### src/rtl/uart_pkg.sv
// Shared types and elaboration helpers for the parametrised UART core.
// State encodings for both serial FSMs plus divider and sizing functions.
package uart_pkg;

   localparam int OVS = 16;

   typedef enum logic [2:0] {
      TX_IDLE,
      TX_START,
      TX_DATA,
      TX_PARITY,
      TX_STOP
   } tx_state_t;

   typedef enum logic [2:0] {
      RX_IDLE,
      RX_START,
      RX_DATA,
      RX_PARITY,
      RX_STOP
   } rx_state_t;

   function automatic int calc_div(input int clk_rate, input int baud_rate);
      return clk_rate / (baud_rate * OVS);
   endfunction

   function automatic int frame_len(input int data_bits, input int parity_en, input int stop_bits);
      return 1 + data_bits + parity_en + stop_bits;
   endfunction

   function automatic int fifo_cnt_w(input int depth);
      return $clog2(depth) + 1;
   endfunction

endpackage

### src/rtl/uart_sync_fifo.sv
// Synchronous first-word fall-through FIFO with valid/ready on both sides.
// Head entry is visible on o_rd_data whenever o_rd_valid is high.
module uart_sync_fifo
   import uart_pkg::*;
#(
   parameter int WIDTH = 8,
   parameter int DEPTH = 8
) (
   input  logic             clk,
   input  logic             rst,
   input  logic [WIDTH-1:0] i_wr_data,
   input  logic             i_wr_valid,
   output logic             o_wr_ready,
   output logic [WIDTH-1:0] o_rd_data,
   output logic             o_rd_valid,
   input  logic             i_rd_ready
);

   localparam int PTR_W = $clog2(DEPTH);
   localparam int CNT_W = fifo_cnt_w(DEPTH);

   if ((DEPTH < 2) || ((DEPTH & (DEPTH - 1)) != 0)) begin : g_bad_depth
      $error("uart_sync_fifo: DEPTH must be a power of two and at least 2");
   end

   logic [WIDTH-1:0] r_mem [DEPTH];
   logic [PTR_W-1:0] r_wr_ptr;
   logic [PTR_W-1:0] r_rd_ptr;
   logic [CNT_W-1:0] r_count;
   logic             w_push;
   logic             w_pop;

   assign o_wr_ready = (r_count != CNT_W'(DEPTH));
   assign o_rd_valid = (r_count != '0);
   assign o_rd_data  = r_mem[r_rd_ptr];
   assign w_push     = i_wr_valid && o_wr_ready;
   assign w_pop      = i_rd_ready && o_rd_valid;

   // Pointers are exactly log2(DEPTH) wide, so they wrap on their own.
   always_ff @(posedge clk) begin
      if (rst) begin
         r_wr_ptr <= '0;
         r_rd_ptr <= '0;
         r_count  <= '0;
      end else begin
         if (w_push) r_wr_ptr <= r_wr_ptr + 1'b1;
         if (w_pop)  r_rd_ptr <= r_rd_ptr + 1'b1;
         case ({w_push, w_pop})
            2'b10:   r_count <= r_count + 1'b1;
            2'b01:   r_count <= r_count - 1'b1;
            default: r_count <= r_count;
         endcase
      end
   end

   always_ff @(posedge clk) begin
      if (w_push) r_mem[r_wr_ptr] <= i_wr_data;
   end

endmodule

### src/rtl/uart_fifo_core.sv
// UART core: tick generator, TX/RX FSMs with configurable frame format,
// TX/RX FIFOs, sticky receive error flags and internal loopback.
module uart_fifo_core
   import uart_pkg::*;
#(
   parameter int CLK_RATE   = 100000000,
   parameter int BAUD_RATE  = 9600,
   parameter int DATA_BITS  = 8,
   parameter int PARITY_EN  = 0,
   parameter int PARITY_ODD = 0,
   parameter int STOP_BITS  = 1,
   parameter int FIFO_DEPTH = 8
) (
   input  logic                 clk,
   input  logic                 rst,
   input  logic [DATA_BITS-1:0] tx_data,
   input  logic                 tx_valid,
   output logic                 tx_ready,
   output logic [DATA_BITS-1:0] rx_data,
   output logic                 rx_valid,
   input  logic                 rx_ready,
   input  logic                 rx_in,
   output logic                 tx_out,
   input  logic                 loopback,
   input  logic                 err_clr,
   output logic                 tx_busy,
   output logic                 rx_frame_err,
   output logic                 rx_parity_err,
   output logic                 rx_overrun
);

   localparam int   DIV         = calc_div(CLK_RATE, BAUD_RATE);
   localparam int   DIV_W       = (DIV > 1) ? $clog2(DIV) : 1;
   localparam int   OVS_W       = $clog2(OVS);
   localparam int   IDX_W       = $clog2(DATA_BITS);
   localparam logic PAR_ODD_BIT = (PARITY_ODD != 0);

   if (DIV < 1) begin : g_bad_div
      $error("uart_fifo_core: CLK_RATE/(BAUD_RATE*16) must be at least 1");
   end
   if ((DATA_BITS < 5) || (DATA_BITS > 8) || (STOP_BITS < 1) || (STOP_BITS > 2)) begin : g_bad_frame
      $error("uart_fifo_core: unsupported frame format");
   end

   // ---------------- oversample tick ----------------
   logic [DIV_W-1:0] r_div_cnt;
   logic             w_tick;

   assign w_tick = (r_div_cnt == DIV_W'(DIV - 1));

   always_ff @(posedge clk) begin
      if (rst)         r_div_cnt <= '0;
      else if (w_tick) r_div_cnt <= '0;
      else             r_div_cnt <= r_div_cnt + 1'b1;
   end

   // ---------------- transmitter ----------------
   logic [DATA_BITS-1:0] w_tx_head;
   logic                 w_tx_avail;
   logic                 w_tx_pop;
   logic                 w_tx_bit_end;
   logic                 w_tx_last_stop;

   tx_state_t            r_tx_state;
   logic [DATA_BITS-1:0] r_tx_shift;
   logic                 r_tx_par;
   logic                 r_tx_line;
   logic                 r_tx_busy;
   logic                 r_tx_started;
   logic [OVS_W-1:0]     r_tx_ovs;
   logic [IDX_W-1:0]     r_tx_idx;
   logic                 r_tx_stop_idx;

   uart_sync_fifo #(
      .WIDTH (DATA_BITS),
      .DEPTH (FIFO_DEPTH)
   ) u_tx_fifo (
      .clk        (clk),
      .rst        (rst),
      .i_wr_data  (tx_data),
      .i_wr_valid (tx_valid),
      .o_wr_ready (tx_ready),
      .o_rd_data  (w_tx_head),
      .o_rd_valid (w_tx_avail),
      .i_rd_ready (w_tx_pop)
   );

   assign w_tx_bit_end   = w_tick && r_tx_started && (r_tx_ovs == OVS_W'(OVS - 1));
   assign w_tx_last_stop = (r_tx_stop_idx == 1'(STOP_BITS - 1));
   assign w_tx_pop       = w_tx_avail &&
                           ((r_tx_state == TX_IDLE) ||
                            ((r_tx_state == TX_STOP) && w_tx_bit_end && w_tx_last_stop));

   // r_tx_started separates "frame loaded" from "start bit on the line", so
   // the first start bit is aligned to a tick boundary.
   always_ff @(posedge clk) begin
      if (rst) begin
         r_tx_state    <= TX_IDLE;
         r_tx_shift    <= '0;
         r_tx_par      <= 1'b0;
         r_tx_line     <= 1'b1;
         r_tx_busy     <= 1'b0;
         r_tx_started  <= 1'b0;
         r_tx_ovs      <= '0;
         r_tx_idx      <= '0;
         r_tx_stop_idx <= 1'b0;
      end else begin
         if (w_tick && r_tx_started) r_tx_ovs <= r_tx_ovs + 1'b1;
         case (r_tx_state)
            TX_IDLE: begin
               if (w_tx_avail) begin
                  r_tx_shift   <= w_tx_head;
                  r_tx_par     <= (^w_tx_head) ^ PAR_ODD_BIT;
                  r_tx_busy    <= 1'b1;
                  r_tx_started <= 1'b0;
                  r_tx_ovs     <= '0;
                  r_tx_state   <= TX_START;
               end
            end
            TX_START: begin
               if (w_tick && !r_tx_started) begin
                  r_tx_started <= 1'b1;
                  r_tx_line    <= 1'b0;
               end else if (w_tx_bit_end) begin
                  r_tx_line  <= r_tx_shift[0];
                  r_tx_shift <= r_tx_shift >> 1;
                  r_tx_idx   <= '0;
                  r_tx_state <= TX_DATA;
               end
            end
            TX_DATA: begin
               if (w_tx_bit_end) begin
                  if (r_tx_idx == IDX_W'(DATA_BITS - 1)) begin
                     if (PARITY_EN != 0) begin
                        r_tx_line  <= r_tx_par;
                        r_tx_state <= TX_PARITY;
                     end else begin
                        r_tx_line     <= 1'b1;
                        r_tx_stop_idx <= 1'b0;
                        r_tx_state    <= TX_STOP;
                     end
                  end else begin
                     r_tx_line  <= r_tx_shift[0];
                     r_tx_shift <= r_tx_shift >> 1;
                     r_tx_idx   <= r_tx_idx + 1'b1;
                  end
               end
            end
            TX_PARITY: begin
               if (w_tx_bit_end) begin
                  r_tx_line     <= 1'b1;
                  r_tx_stop_idx <= 1'b0;
                  r_tx_state    <= TX_STOP;
               end
            end
            TX_STOP: begin
               if (w_tx_bit_end) begin
                  if (!w_tx_last_stop) begin
                     r_tx_stop_idx <= r_tx_stop_idx + 1'b1;
                  end else if (w_tx_avail) begin
                     r_tx_shift <= w_tx_head;
                     r_tx_par   <= (^w_tx_head) ^ PAR_ODD_BIT;
                     r_tx_line  <= 1'b0;
                     r_tx_state <= TX_START;
                  end else begin
                     r_tx_busy    <= 1'b0;
                     r_tx_started <= 1'b0;
                     r_tx_state   <= TX_IDLE;
                  end
               end
            end
            default: r_tx_state <= TX_IDLE;
         endcase
      end
   end

   assign tx_out  = loopback ? 1'b1 : r_tx_line;
   assign tx_busy = r_tx_busy;

   // ---------------- receiver ----------------
   logic                 w_rx_src;
   logic                 w_rx_sample;
   logic                 w_rx_start_sample;
   logic                 w_rx_stop_eval;
   logic                 w_rx_stop_bad;
   logic                 w_rx_par_bad;
   logic                 w_rx_frame_ok;
   logic                 w_rx_push;
   logic                 w_rx_fifo_ready;

   logic                 r_rx_sync1;
   logic                 r_rx_sync2;
   rx_state_t            r_rx_state;
   logic [OVS_W-1:0]     r_rx_ovs;
   logic [IDX_W-1:0]     r_rx_idx;
   logic [DATA_BITS-1:0] r_rx_shift;
   logic                 r_rx_par_bit;
   logic                 r_frame_err;
   logic                 r_parity_err;
   logic                 r_overrun;

   assign w_rx_src = loopback ? r_tx_line : rx_in;

   always_ff @(posedge clk) begin
      if (rst) begin
         r_rx_sync1 <= 1'b1;
         r_rx_sync2 <= 1'b1;
      end else begin
         r_rx_sync1 <= w_rx_src;
         r_rx_sync2 <= r_rx_sync1;
      end
   end

   assign w_rx_sample       = w_tick && (r_rx_ovs == OVS_W'(OVS - 1));
   assign w_rx_start_sample = w_tick && (r_rx_ovs == OVS_W'(OVS / 2 - 1));
   assign w_rx_stop_eval    = (r_rx_state == RX_STOP) && w_rx_sample;
   assign w_rx_stop_bad     = !r_rx_sync2;
   assign w_rx_par_bad      = (PARITY_EN != 0) &&
                              (r_rx_par_bit != ((^r_rx_shift) ^ PAR_ODD_BIT));
   assign w_rx_frame_ok     = w_rx_stop_eval && !w_rx_stop_bad && !w_rx_par_bad;
   assign w_rx_push         = w_rx_frame_ok && w_rx_fifo_ready;

   // Oversample count runs from the arming edge; start is checked mid-bit,
   // then every bit is sampled one full bit period after the previous one.
   always_ff @(posedge clk) begin
      if (rst) begin
         r_rx_state   <= RX_IDLE;
         r_rx_ovs     <= '0;
         r_rx_idx     <= '0;
         r_rx_shift   <= '0;
         r_rx_par_bit <= 1'b0;
      end else begin
         if (w_tick && (r_rx_state != RX_IDLE)) r_rx_ovs <= r_rx_ovs + 1'b1;
         case (r_rx_state)
            RX_IDLE: begin
               if (!r_rx_sync2) begin
                  r_rx_ovs   <= '0;
                  r_rx_state <= RX_START;
               end
            end
            RX_START: begin
               if (w_rx_start_sample) begin
                  r_rx_ovs <= '0;
                  r_rx_idx <= '0;
                  r_rx_state <= r_rx_sync2 ? RX_IDLE : RX_DATA;
               end
            end
            RX_DATA: begin
               if (w_rx_sample) begin
                  r_rx_shift <= {r_rx_sync2, r_rx_shift[DATA_BITS-1:1]};
                  if (r_rx_idx == IDX_W'(DATA_BITS - 1)) begin
                     r_rx_state <= (PARITY_EN != 0) ? RX_PARITY : RX_STOP;
                  end else begin
                     r_rx_idx <= r_rx_idx + 1'b1;
                  end
               end
            end
            RX_PARITY: begin
               if (w_rx_sample) begin
                  r_rx_par_bit <= r_rx_sync2;
                  r_rx_state   <= RX_STOP;
               end
            end
            RX_STOP: begin
               if (w_rx_sample) r_rx_state <= RX_IDLE;
            end
            default: r_rx_state <= RX_IDLE;
         endcase
      end
   end

   // Setting an error takes priority over a simultaneous clear.
   always_ff @(posedge clk) begin
      if (rst) begin
         r_frame_err  <= 1'b0;
         r_parity_err <= 1'b0;
         r_overrun    <= 1'b0;
      end else begin
         if (w_rx_stop_eval && w_rx_stop_bad)                r_frame_err <= 1'b1;
         else if (err_clr)                                   r_frame_err <= 1'b0;
         if (w_rx_stop_eval && w_rx_par_bad)                 r_parity_err <= 1'b1;
         else if (err_clr)                                   r_parity_err <= 1'b0;
         if (w_rx_frame_ok && !w_rx_fifo_ready)              r_overrun <= 1'b1;
         else if (err_clr)                                   r_overrun <= 1'b0;
      end
   end

   uart_sync_fifo #(
      .WIDTH (DATA_BITS),
      .DEPTH (FIFO_DEPTH)
   ) u_rx_fifo (
      .clk        (clk),
      .rst        (rst),
      .i_wr_data  (r_rx_shift),
      .i_wr_valid (w_rx_push),
      .o_wr_ready (w_rx_fifo_ready),
      .o_rd_data  (rx_data),
      .o_rd_valid (rx_valid),
      .i_rd_ready (rx_ready)
   );

   assign rx_frame_err  = r_frame_err;
   assign rx_parity_err = r_parity_err;
   assign rx_overrun    = r_overrun;

endmodule

### config.mk
export PLATFORM = sky130hd
export DESIGN_NAME = uart_fifo_core
export DESIGN_NICKNAME = d
export VERILOG_FILES = /design/src/rtl/uart_pkg.sv /design/src/rtl/uart_sync_fifo.sv /design/src/rtl/uart_fifo_core.sv
export SDC_FILE = /design/constraint.sdc
export NUM_CORES = 1
export LEC_CHECK = 0
export BUFFER_PORTS_ARGS = -buffer_cell sky130_fd_sc_hd__buf_2
export CORE_ASPECT_RATIO = 1.5
export CORE_MARGIN = 2
export CORE_UTILIZATION = 35
export CTS_CLUSTER_SIZE = 20
export DETAILED_ROUTE_END_ITERATION = 12
export HOLD_SLACK_MARGIN = 0.12
export PLACE_DENSITY_LB_ADDON = 0.25
export SETUP_SLACK_MARGIN = 0.15
export SLEW_MARGIN = 30
export SYNTH_ARGS = -nofsm -noshare
export SYNTH_HDL_FRONTEND = slang
export SYNTH_SLANG_ARGS = --single-unit
### constraint.sdc
create_clock -name clk -period 7.85 [get_ports clk]
set_input_delay 1.1775 -clock clk [delete_from_list [all_inputs] [get_ports clk]]
set_output_delay 1.1775 -clock clk [all_outputs]
set_load 0.02 [all_outputs]
==> results of run 1 <==
[worst paths after layout]
path / slack (ps) / endpoint / start / cells after the start
max reg2reg: 4520 / u_tx_fifo.r_count[2] / r_div_cnt[0] / 12
min: 410 / r_rx_sync2 / r_rx_sync1 / 1
min reg2reg: 410 / r_rx_sync2 / r_rx_sync1 / 1
max: 4480 / rx_data[7] / flop / 3
[power breakdown]
group          switching [mW]  internal [mW]
sequential             0.0635           1.22
clock                   0.426          0.647
combinational           0.252          0.219
[logic make-up (layout without fill, tap and decap cells)]
group           count (synthesis)  count (layout)  share of synthesized area (%)
flops                         207             207                           62.0
simple gates                  221             221                           13.4
xor+xnor                       25              25                           2.50
mux                            63              63                           11.9
fa+ha+maj                      18              18                           2.58
compound gates                 74              74                           5.37
other cells                     1               1                         0.0429
buf+inv                        36              78                           2.13
[worst max-delay path: stages, from the launching register on]
cell and delay, ps:
dfxtp_2 690, mux4_2 570, mux2_2 270, buf_2 160
[layout by cell type, fill, tap and decap left out, types with 5 or more instances in the layout]
cell type  synthesis  routed
xnor2_1            7       7
inv_1              5       5
mux2_2             9       9
clkbuf_16          0      23
mux4_2            32      32
edfxtp_1         128     128
buf_2              4      28
or2_2              6       6
nor2_1            78      77
ha_1              18      18
mux2i_1           22      22
nor3_1            11      10
o21ai_0            7       7
buf_4              2       5
xor2_1            18      18
nand2_1           34      34
nand2b_1          15      15
a21oi_1           36      36
a211oi_1          10      10
nand4_1            7       7
dfxtp_1           79      78
nand3_1           14      14
nor2b_1            8       8
or3_1             11      11
[stage by stage]
stage	cell area [sq um]	hold slack, ps
finish	9930	406
global route	9930	435
CTS	9930	408
detailed placement	9160	394
global placement	9160	401
floorplan	8740	389
[metal layers]
metal / vias to the layer above / routed length, microns
li1: 2464 / -
met1: 2399 / 5900
met2: 63 / 9220
met3: 26 / 457
met4: 0 / 368
met5: - / 0
[sequential cells by signal, indices dropped and copies added, names as in the netlist, 4 cells and up, named ones only]
register,flops
u_tx_fifo.r_count,4
u_rx_fifo.r_mem,64
r_rx_shift,8
u_rx_fifo.r_count,4
r_tx_ovs,4
r_rx_ovs,4
u_tx_fifo.r_mem,64
r_tx_shift,8
r_div_cnt,10
[area by class of cell]
type | count | area, sq um
fillers | 2219 | 14500
clock inverters | 15 | 173
flip-flops and latches | 207 | 5430
multi-input cells | 402 | 3140
well taps | 324 | 405
repair buffers | 33 | 178
clock buffers | 25 | 593
inverters | 5 | 18.8
==> run summary, run 1 <==
Status -> completed
Setup violations, final -> 0
Die Wd -> 133 microns
CTS Sinks -> 207
Crit path max fanout -> 16
Final ANT Viol Nets -> 0
Cell type with the largest total area after synthesis -> edfxtp_1
Synth async-reset ratio -> 0%
CTS Buf Count -> 22
Register bit count reported by yosys -> 207
Placed cell count -> 971
Core area -> 24400 sq um
Pleak -> 3.42 nW
Initial Util -> 35.8%
Post-synth cell types -> 62
Top post-synthesis cells by area -> edfxtp_1 (44%), dfxtp_1 (18%), mux4_2 (8.2%)
Slew HR -> 37.7%
Root Driver -> clkbuf_16
Pwr dens -> 284 nW/um^2
Syn_nets -> 678
Final period util -> 42.9%
CTS tree -> yes
I/O Pins -> 30
Die Area -> 26300 sq um
DRC -> 0
Syn. warnings -> 0
GP Congestion -> 0.797
Diode count -> 0
Detail Placement HPWL -> 11200 microns
Layout cells sized above 1 -> 20.4%
Most instantiated cells after synthesis -> edfxtp_1 (128), dfxtp_1 (79), nor2_1 (78)
Worst EP arrival -> 2190 ps
Top_reg_cell synth -> edfxtp_1
Vias/cell -> 4.90
Vias in the first global route -> 5086
Tmin final -> 3370 ps
Sequential area share after synthesis -> 62.0%
Initial antenna violation count -> 0
H-tree levels -> 1
Post-synth EDFFs -> 128
Post-Syn Area -> 8740 sq um
Mapped Avg Cell Area -> 13.6 sq um
Clock tree buffer depth -> 3
Synth top area share -> 44.0%
Post-synthesis cell count -> 645
Met1 usage -> 12.7%
Setup slack after layout -> 4480 ps
DRT Wirelength -> 15900 microns
Clock Skews -> 18.6 ps
Gr usage total -> 12.3%
Hold Vio Cnt, Final -> 0
Met2 Usage GRT -> 24.9%
Post-CTS Setup Repair Bufs -> 0
Crit Path Category -> flop to primary output
DRT iter0 DRCs -> 222
Slew @ Worst Pin -> 932 ps
Worst slack, placed -> 4510 ps
First-pass GRT wire length -> 26200 microns
Tot Pwr -> 2.82 mW
Worst-Skew Late Latency -> 500 ps
Busiest grt layer -> met2
Most common cell in the netlist -> edfxtp_1
Setup crit start kind -> flop
CP required -> 6670 ps
Max frequency -> 297 MHz
Peak VDD IR -> 0.181 mV
Hold/Removal Path Class -> flop to flop
P&R area growth vs syn -> 13.6%
Largest net degree at the start of global routing -> 65
Grt ovf -> 0
Site Rows -> 70
Wire per inst -> 15.8 microns
Die height -> 198 microns
Final cell count without fillers -> 1011
M3 GR Usage -> 1.85%
Max Cap Violations -> 0
Setup crit end kind -> primary output
Via count -> 4952
RSZ-0062 raised after global routing -> false
Post-CTS Hold Buffers -> 0
Fin. max-slew vios -> 0
Port Buffers -> 28
Router iterations before antenna repair -> 4
Setup TNS -> 0 ps
Resize count post-CTS -> 0
NumNets Final -> 704
Finished Core Util -> 40.7%
CTS clk-pin slew, worst paths -> 60 ps
Power figures use the tool's default switching activity.
==> run 2, diff against run 1 <==
==> constraint.sdc (replaced) <==
create_clock -name clk -period 2.9 [get_ports clk]
set_input_delay 0.435 -clock clk [delete_from_list [all_inputs] [get_ports clk]]
set_output_delay 0.435 -clock clk [all_outputs]
set_load 0.02 [all_outputs]
==> run 2 against run 1 <==
Against the previous run:
- worst hold slack worse by 230 ps
- clock power grew to 2.5 times the previous value
- register-to-register slack lost 4500 ps
- final cell count increased by 3.4%
- first-iteration DRC count down 11%
- core utilization is 1.2 points higher
- worst setup slack got worse by 4400 ps
- sequential share of layout area decreased by 1.5 points
- cell area increased by 2.9%
- total power grew to 2.7 times the previous value
- global-route usage up 0.66 points
==> run summary, run 2 (synthesized netlist as in run 1, its figures left out) <==
Wire per inst -> 16.4 microns (+3.9%)
Die height -> 198 microns (unchanged)
DRT iter0 DRCs -> 198 (-11%)
Most common cell after layout, fill and taps aside -> edfxtp_1
Worst-Skew Late Latency -> 500 ps (about the same)
Detail Placement HPWL -> 11700 microns (+4.2%)
Crit Path Category -> flop to flop
Setup crit start kind -> flop
P&R area growth vs syn -> 17.0%
Fin. max-slew vios -> 0 (unchanged)
CP required -> 3330 ps (-3340 ps)
Final cell count without fillers -> 1045 (+3.4%)
Setup crit end kind -> flop
Worst EP arrival -> 3300 ps (+1110 ps)
Regs by FF count -> u_rx_fifo.r_mem (64), u_tx_fifo.r_mem (64), r_div_cnt (10)
CTS tree -> yes
CTS Buf Count -> 21 (-4.5%)
Router iterations before antenna repair -> 4 (unchanged)
Peak VDD IR -> 0.549 mV (+200%)
Grt ovf -> 0 (unchanged)
Worst slack, placed -> 49.8 ps (-4460 ps)
Die Area -> 26300 sq um (unchanged)
Initial antenna violation count -> 0 (unchanged)
Setup violations, final -> 0 (unchanged)
Root Driver -> clkbuf_16
Diode count -> 0 (unchanged)
Pwr dens -> 741 nW/um^2 (+160%)
Hold Vio Cnt, Final -> 0 (unchanged)
H-tree levels -> 1 (unchanged)
Layout fillers -> 2210 (-0.41%)
Pleak -> 3.58 nW (+4.5%)
DRT Wirelength -> 17100 microns (+7.4%)
Port Buffers -> 28 (unchanged)
Clock tree buffer depth -> 3 (unchanged)
Core area -> 24400 sq um (unchanged)
GP Congestion -> 0.743 (-6.8%)
NumNets Final -> 739 (+5.0%)
RSZ-0062 raised after global routing -> true
Slew HR -> 44.7% (+7.0 points)
Layout cells sized above 1 -> 25.4% (+5.0 points)
Hold/Removal Path Class -> input pin to flop
I/O Pins -> 30 (unchanged)
Clock Skews -> 17.9 ps (-0.621 ps)
DRC -> 0 (unchanged)
First-pass GRT wire length -> 27300 microns (+4.2%)
Hold Worst Slack -> 180 ps (-226 ps)
Site Rows -> 70 (unchanged)
Placed cell count -> 998 (+2.8%)
Vias/cell -> 4.94 (+0.85%)
Crit path max fanout -> 5 (-11)
Max Cap Violations -> 0 (unchanged)
Max frequency -> 349 MHz
Status -> completed
CTS clk-pin slew, worst paths -> 60 ps (about the same)
Vias in the first global route -> 5280 (+3.8%)
Gr usage total -> 13.0% (+0.66 points)
Initial Util -> 35.8% (unchanged)
Setup slack after layout -> 30.9 ps (-4450 ps)
Via count -> 5162 (+4.2%)
Final period util -> 98.9%
Most frequent cells in the layout -> edfxtp_1 (128), dfxtp_1 (77), nor2_1 (76)
Final ANT Viol Nets -> 0 (unchanged)
Tmin final -> 2870 ps
CTS Sinks -> 207 (unchanged)
Die Wd -> 133 microns (unchanged)
Slew @ Worst Pin -> 827 ps (-105 ps)
Largest net degree at the start of global routing -> 48 (-26%)
## run 2: cell count changes in the layout (fill, tap and decap cells not counted), sizes merged
cell,previous run,this run
clkbuf,25,29
clkinv,5,2
inv,6,7
bufinv,3,2
clkinvlp,6,3
buf,33,69
## run 2: layer usage
metal | vias to the layer above | wire length [microns] | GRT usage (%)
li1 | 2532 | - | -
met3 | 31 | 434 | 1.69
met2 | 74 | 9860 | 26.5
met5 | - | 0 | 0
met1 | 2525 | 6360 | 13.3
met4 | 0 | 463 | 4.26
## run 2: power by group
| group | switching [mW] | internal (mW) |
|---|---|---|
| clock | 1.10 | 1.60 |
| combinational | 0.734 | 0.672 |
| sequential | 0.180 | 3.29 |
| total | 2.02 | 5.56 |
## run 2: repair_timing
action | 4_1_cts | 5_1_grt
buffers inserted | 0 | 9
hold buffers | 0 | 0
resized for setup | 2 | 13
endpoints found under the setup margin | 2 | 4
pin swaps | 0 | 6
## run 2: path summary, 6_finish.rpt
path / from / to / slack [ps] / cells after the start
worst max register to register: r_div_cnt[5] / u_tx_fifo.r_count[2] / 30 / 10
worst min-delay path: loopback / r_rx_sync1 / 180 / 2
worst min register to register: r_rx_sync1 / r_rx_sync2 / 420 / 1
worst max-delay path: r_div_cnt[5] / u_tx_fifo.r_count[2] / 30 / 10
## run 2: cell type report
type                            count  area (sq um)  area share (%)
Clock buffer                       29           586            5.73
Clock inverter                      9           108            1.05
Inverter                            5          18.8           0.184
Multi-Input combinational cell    402          3220            31.5
Sequential cell                   207          5430            53.1
Tap cell                          324           405            3.96
Timing Repair Buffer               69           454            4.44
## run 2: worst max-delay path: stages, from the launching register on
cell and delay (ps):
dfxtp_4 340, or4b_4 580, or4_4 470, a21boi_4 180, ha_4 180, xor2_1 170
ha_2 200, a21oi_2 40, xor2_1 170, or3_1 350, a21oi_2 140
## run 2: metrics by stage
step	TNS [ps]	area [sq um]	power, mW	utilization, %
after floorplan	0	8790	4.59	-
final	0	10200	7.58	41.9
after detailed placement	0	9400	4.95	38.5
after CTS	-0.224	10100	7.67	41.3
after global routing	-36.5	10200	7.94	41.9
after global placement	0	9400	4.90	38.5
==> run 3, diff against run 2 <==
--- a/config.mk
+++ b/config.mk
@@ -8,7 +8,7 @@
 export BUFFER_PORTS_ARGS = -buffer_cell sky130_fd_sc_hd__buf_2
 export CORE_ASPECT_RATIO = 1.5
 export CORE_MARGIN = 2
-export CORE_UTILIZATION = 35
+export CORE_UTILIZATION = 50
 export CTS_CLUSTER_SIZE = 20
 export DETAILED_ROUTE_END_ITERATION = 12
 export HOLD_SLACK_MARGIN = 0.12
==> constraint.sdc (replaced) <==
create_clock -name clk -period 3.3 [get_ports clk]
set_input_delay 0.495 -clock clk [delete_from_list [all_inputs] [get_ports clk]]
set_output_delay 0.495 -clock clk [all_outputs]
set_load 0.02 [all_outputs]
==> run 3 against run 2 <==
Against the previous run:
- critical endpoint unchanged
- wire length decreased by 6.6%
- sequential cell count unchanged
- largest power group unchanged
- sequential power decreased by 12%
- core utilization increased by 15 points
- sequential share of layout area increased by 1.7 points
- clock skew increased by 2.4 ps
- register-to-register slack improved by 270 ps
- critical path type unchanged
- cell area decreased by 3.3%
==> run summary, run 3 (synthesized netlist as in run 1, its figures left out) <==
Switching power -> 1.73 mW (-14%)
Slowest stage cell, crit path -> or4b_4
Worst path buffer plus inverter count -> 0 (unchanged)
Grt ovf -> 0 (unchanged)
Worst path top cell family by delay -> simple AND/OR/NAND/NOR gates
Clock Skews -> 20.4 ps (+2.43 ps)
Design area -> 9890 sq um (-3.3%)
Sw frac -> 26.2% (-0.44 points)
Hold Vio Cnt, Final -> 0 (unchanged)
Final ANT Viol Nets -> 0 (unchanged)
Vias/cell -> 5.63 (+14%)
CTS clk-pin slew, worst paths -> 60 ps (about the same)
DP Area -> 9150 sq um (-2.7%)
Setup TNS -> 0 ps (unchanged)
I/O Pins -> 30 (unchanged)
RSZ-0062 raised after global routing -> true
NumNets Final -> 721 (-2.4%)
Crit Path Category -> flop to flop
Initial Util -> 50.6% (+15 points)
Most common cell after layout, fill and taps aside -> edfxtp_1
Worst-Skew Late Latency -> 500 ps (about the same)
DRC -> 0 (unchanged)
Die height -> 166 microns (-16%)
CTS tree -> yes
Vias in the first global route -> 5434 (+2.9%)
Part of the power in registers -> 46.1% (+0.3 points)
Clk pwr share -> 36.0% (+0.4 points)
Post-CTS Hold Buffers -> 0 (unchanged)
Core area -> 17300 sq um (-29%)
P&R area growth vs syn -> 13.1%
Fin. max-slew vios -> 0 (unchanged)
CTS Sinks -> 207 (unchanged)
Internal -> 4.88 mW (-12%)
Die Wd -> 112 microns (-16%)
First-pass GRT wire length -> 26100 microns (-4.4%)
Port Buffers -> 28 (unchanged)
Max frequency -> 333 MHz (-4.4%)
Pwr dens -> 669 nW/um^2 (-9.8%)
Peak VDD IR -> 0.627 mV (+14%)
Tmin final -> 3000 ps (+131 ps)
Critical path cell sequence -> or4b_4 -> or4_4 -> a21boi_4 -> ha_2 -> xor2_1 -> ha_1 -> a21oi_1 -> xor2_1 -> or3_1 -> a21oi_1
Gr usage total -> 17.3% (+4.3 points)
Largest net degree at the start of global routing -> 35 (-27%)
Status -> completed
Setup crit end kind -> flop
CP required -> 3730 ps (+400 ps)
Slew HR -> 41.3% (-3.4 points)
CTS Buf Count -> 20 (-4.8%)
Root Driver -> clkbuf_16
Slew @ Worst Pin -> 877 ps (+50.5 ps)
Met1 usage -> 18.1% (+4.8 points)
DRT Wirelength -> 16000 microns (-6.6%)
Layout fillers -> 1410 (-36%)
Final period util -> 90.9% (-8.0 points)
Critical Path Max Stage Delay -> 620 ps (+40 ps)
Clock tree buffer depth -> 3 (unchanged)
Diode count -> 0 (unchanged)
Hold/Removal Path Class -> input pin to flop
DRT iter0 DRCs -> 219 (+11%)
Finished Core Util -> 57.2% (+15 points)
Via count -> 5150 (-0.23%)
Setup crit start kind -> flop
Max Cap Violations -> 0 (unchanged)
Regs by FF count -> u_rx_fifo.r_mem (64), u_tx_fifo.r_mem (64), r_div_cnt (10)
Pleak -> 3.51 nW (-2.0%)
Worst slack, placed -> 223 ps (+173 ps)
Layout cells sized above 1 -> 21.9% (-3.4 points)
Comb power frac -> 17.9% (-0.6 points)
M3 GR Usage -> 2.66% (+0.97 points)
H-tree levels -> 1 (unchanged)
Die Area -> 18600 sq um (-29%)
Worst EP arrival -> 3430 ps (+130 ps)
GP Congestion -> 0.830 (+12%)
Wire per inst -> 17.5 microns (+6.6%)
Met2 Usage GRT -> 34.0% (+7.5 points)
Initial antenna violation count -> 0 (unchanged)
Setup violations, final -> 0 (unchanged)
Crit path max fanout -> 6 (+1)
Busiest grt layer -> met2
Detail Placement HPWL -> 11000 microns (-5.6%)
Router iterations before antenna repair -> 4 (unchanged)
Site Rows -> 59 (-16%)
Most frequent cells in the layout -> edfxtp_1 (128), dfxtp_1 (79), nor2_1 (78)
Setup slack after layout -> 300 ps (+269 ps)
-- run 3: cell types whose count changed in the layout (fill, tap and decap cells not counted), moves of 4 or more --
cell / change
a21oi_2: -4
ha_1: +4
buf_4: -17
a21oi_1: +4
-- run 3: repair_timing --
item,in CTS,in global routing
setup endpoints to repair,0,3
setup buffers,0,2
gates resized for setup,0,5
-- run 3: metrics by stage --
step	hold WS, ps	total power [mW]	std cells
final	236	6.61	915
after global routing	221	6.91	915
after CTS	220	6.67	913
after detailed placement	399	4.28	877
after global placement	399	4.22	877
after floorplan	389	4.01	645
-- run 3: final timing paths --
kind	startpoint	end	cells after the start	slack, ps
hold reg to reg	r_rx_sync1	r_rx_sync2	1	410
hold / removal	loopback	r_rx_sync1	2	240
setup / recovery	r_div_cnt[5]	u_tx_fifo.r_count[2]	10	300
setup reg to reg	r_div_cnt[5]	u_tx_fifo.r_count[2]	10	300
-- run 3: power by group through the flow --
stage	Combinational [mW]	Clock [mW]	Sequential, mW
6_report	1.18	2.38	3.04
5_1_grt	1.31	2.53	3.07
4_1_cts	1.18	2.45	3.05
3_5_place_dp	1.18	0	3.10
3_3_place_gp	1.14	0	3.09
2_1_floorplan	0.987	0	3.02
-- run 3: area by class of cell --
type                       count  area, sq um  area share, %
sequential                   207         5430           54.9
multi-input combinational    402         3160           31.9
clock buffer                  25          551           5.57
timing repair buffer          52          320           3.24
tap                          213          267           2.70
clock inverter                11          149           1.51
inverter                       5         18.8          0.190
-- run 3: per-layer routing --
layer  vias up  routed length, microns
li1       2490                       -
met1      2534                    5840
met2        91                    9170
met3        35                     499
met4         0                     472
met5         -                       0
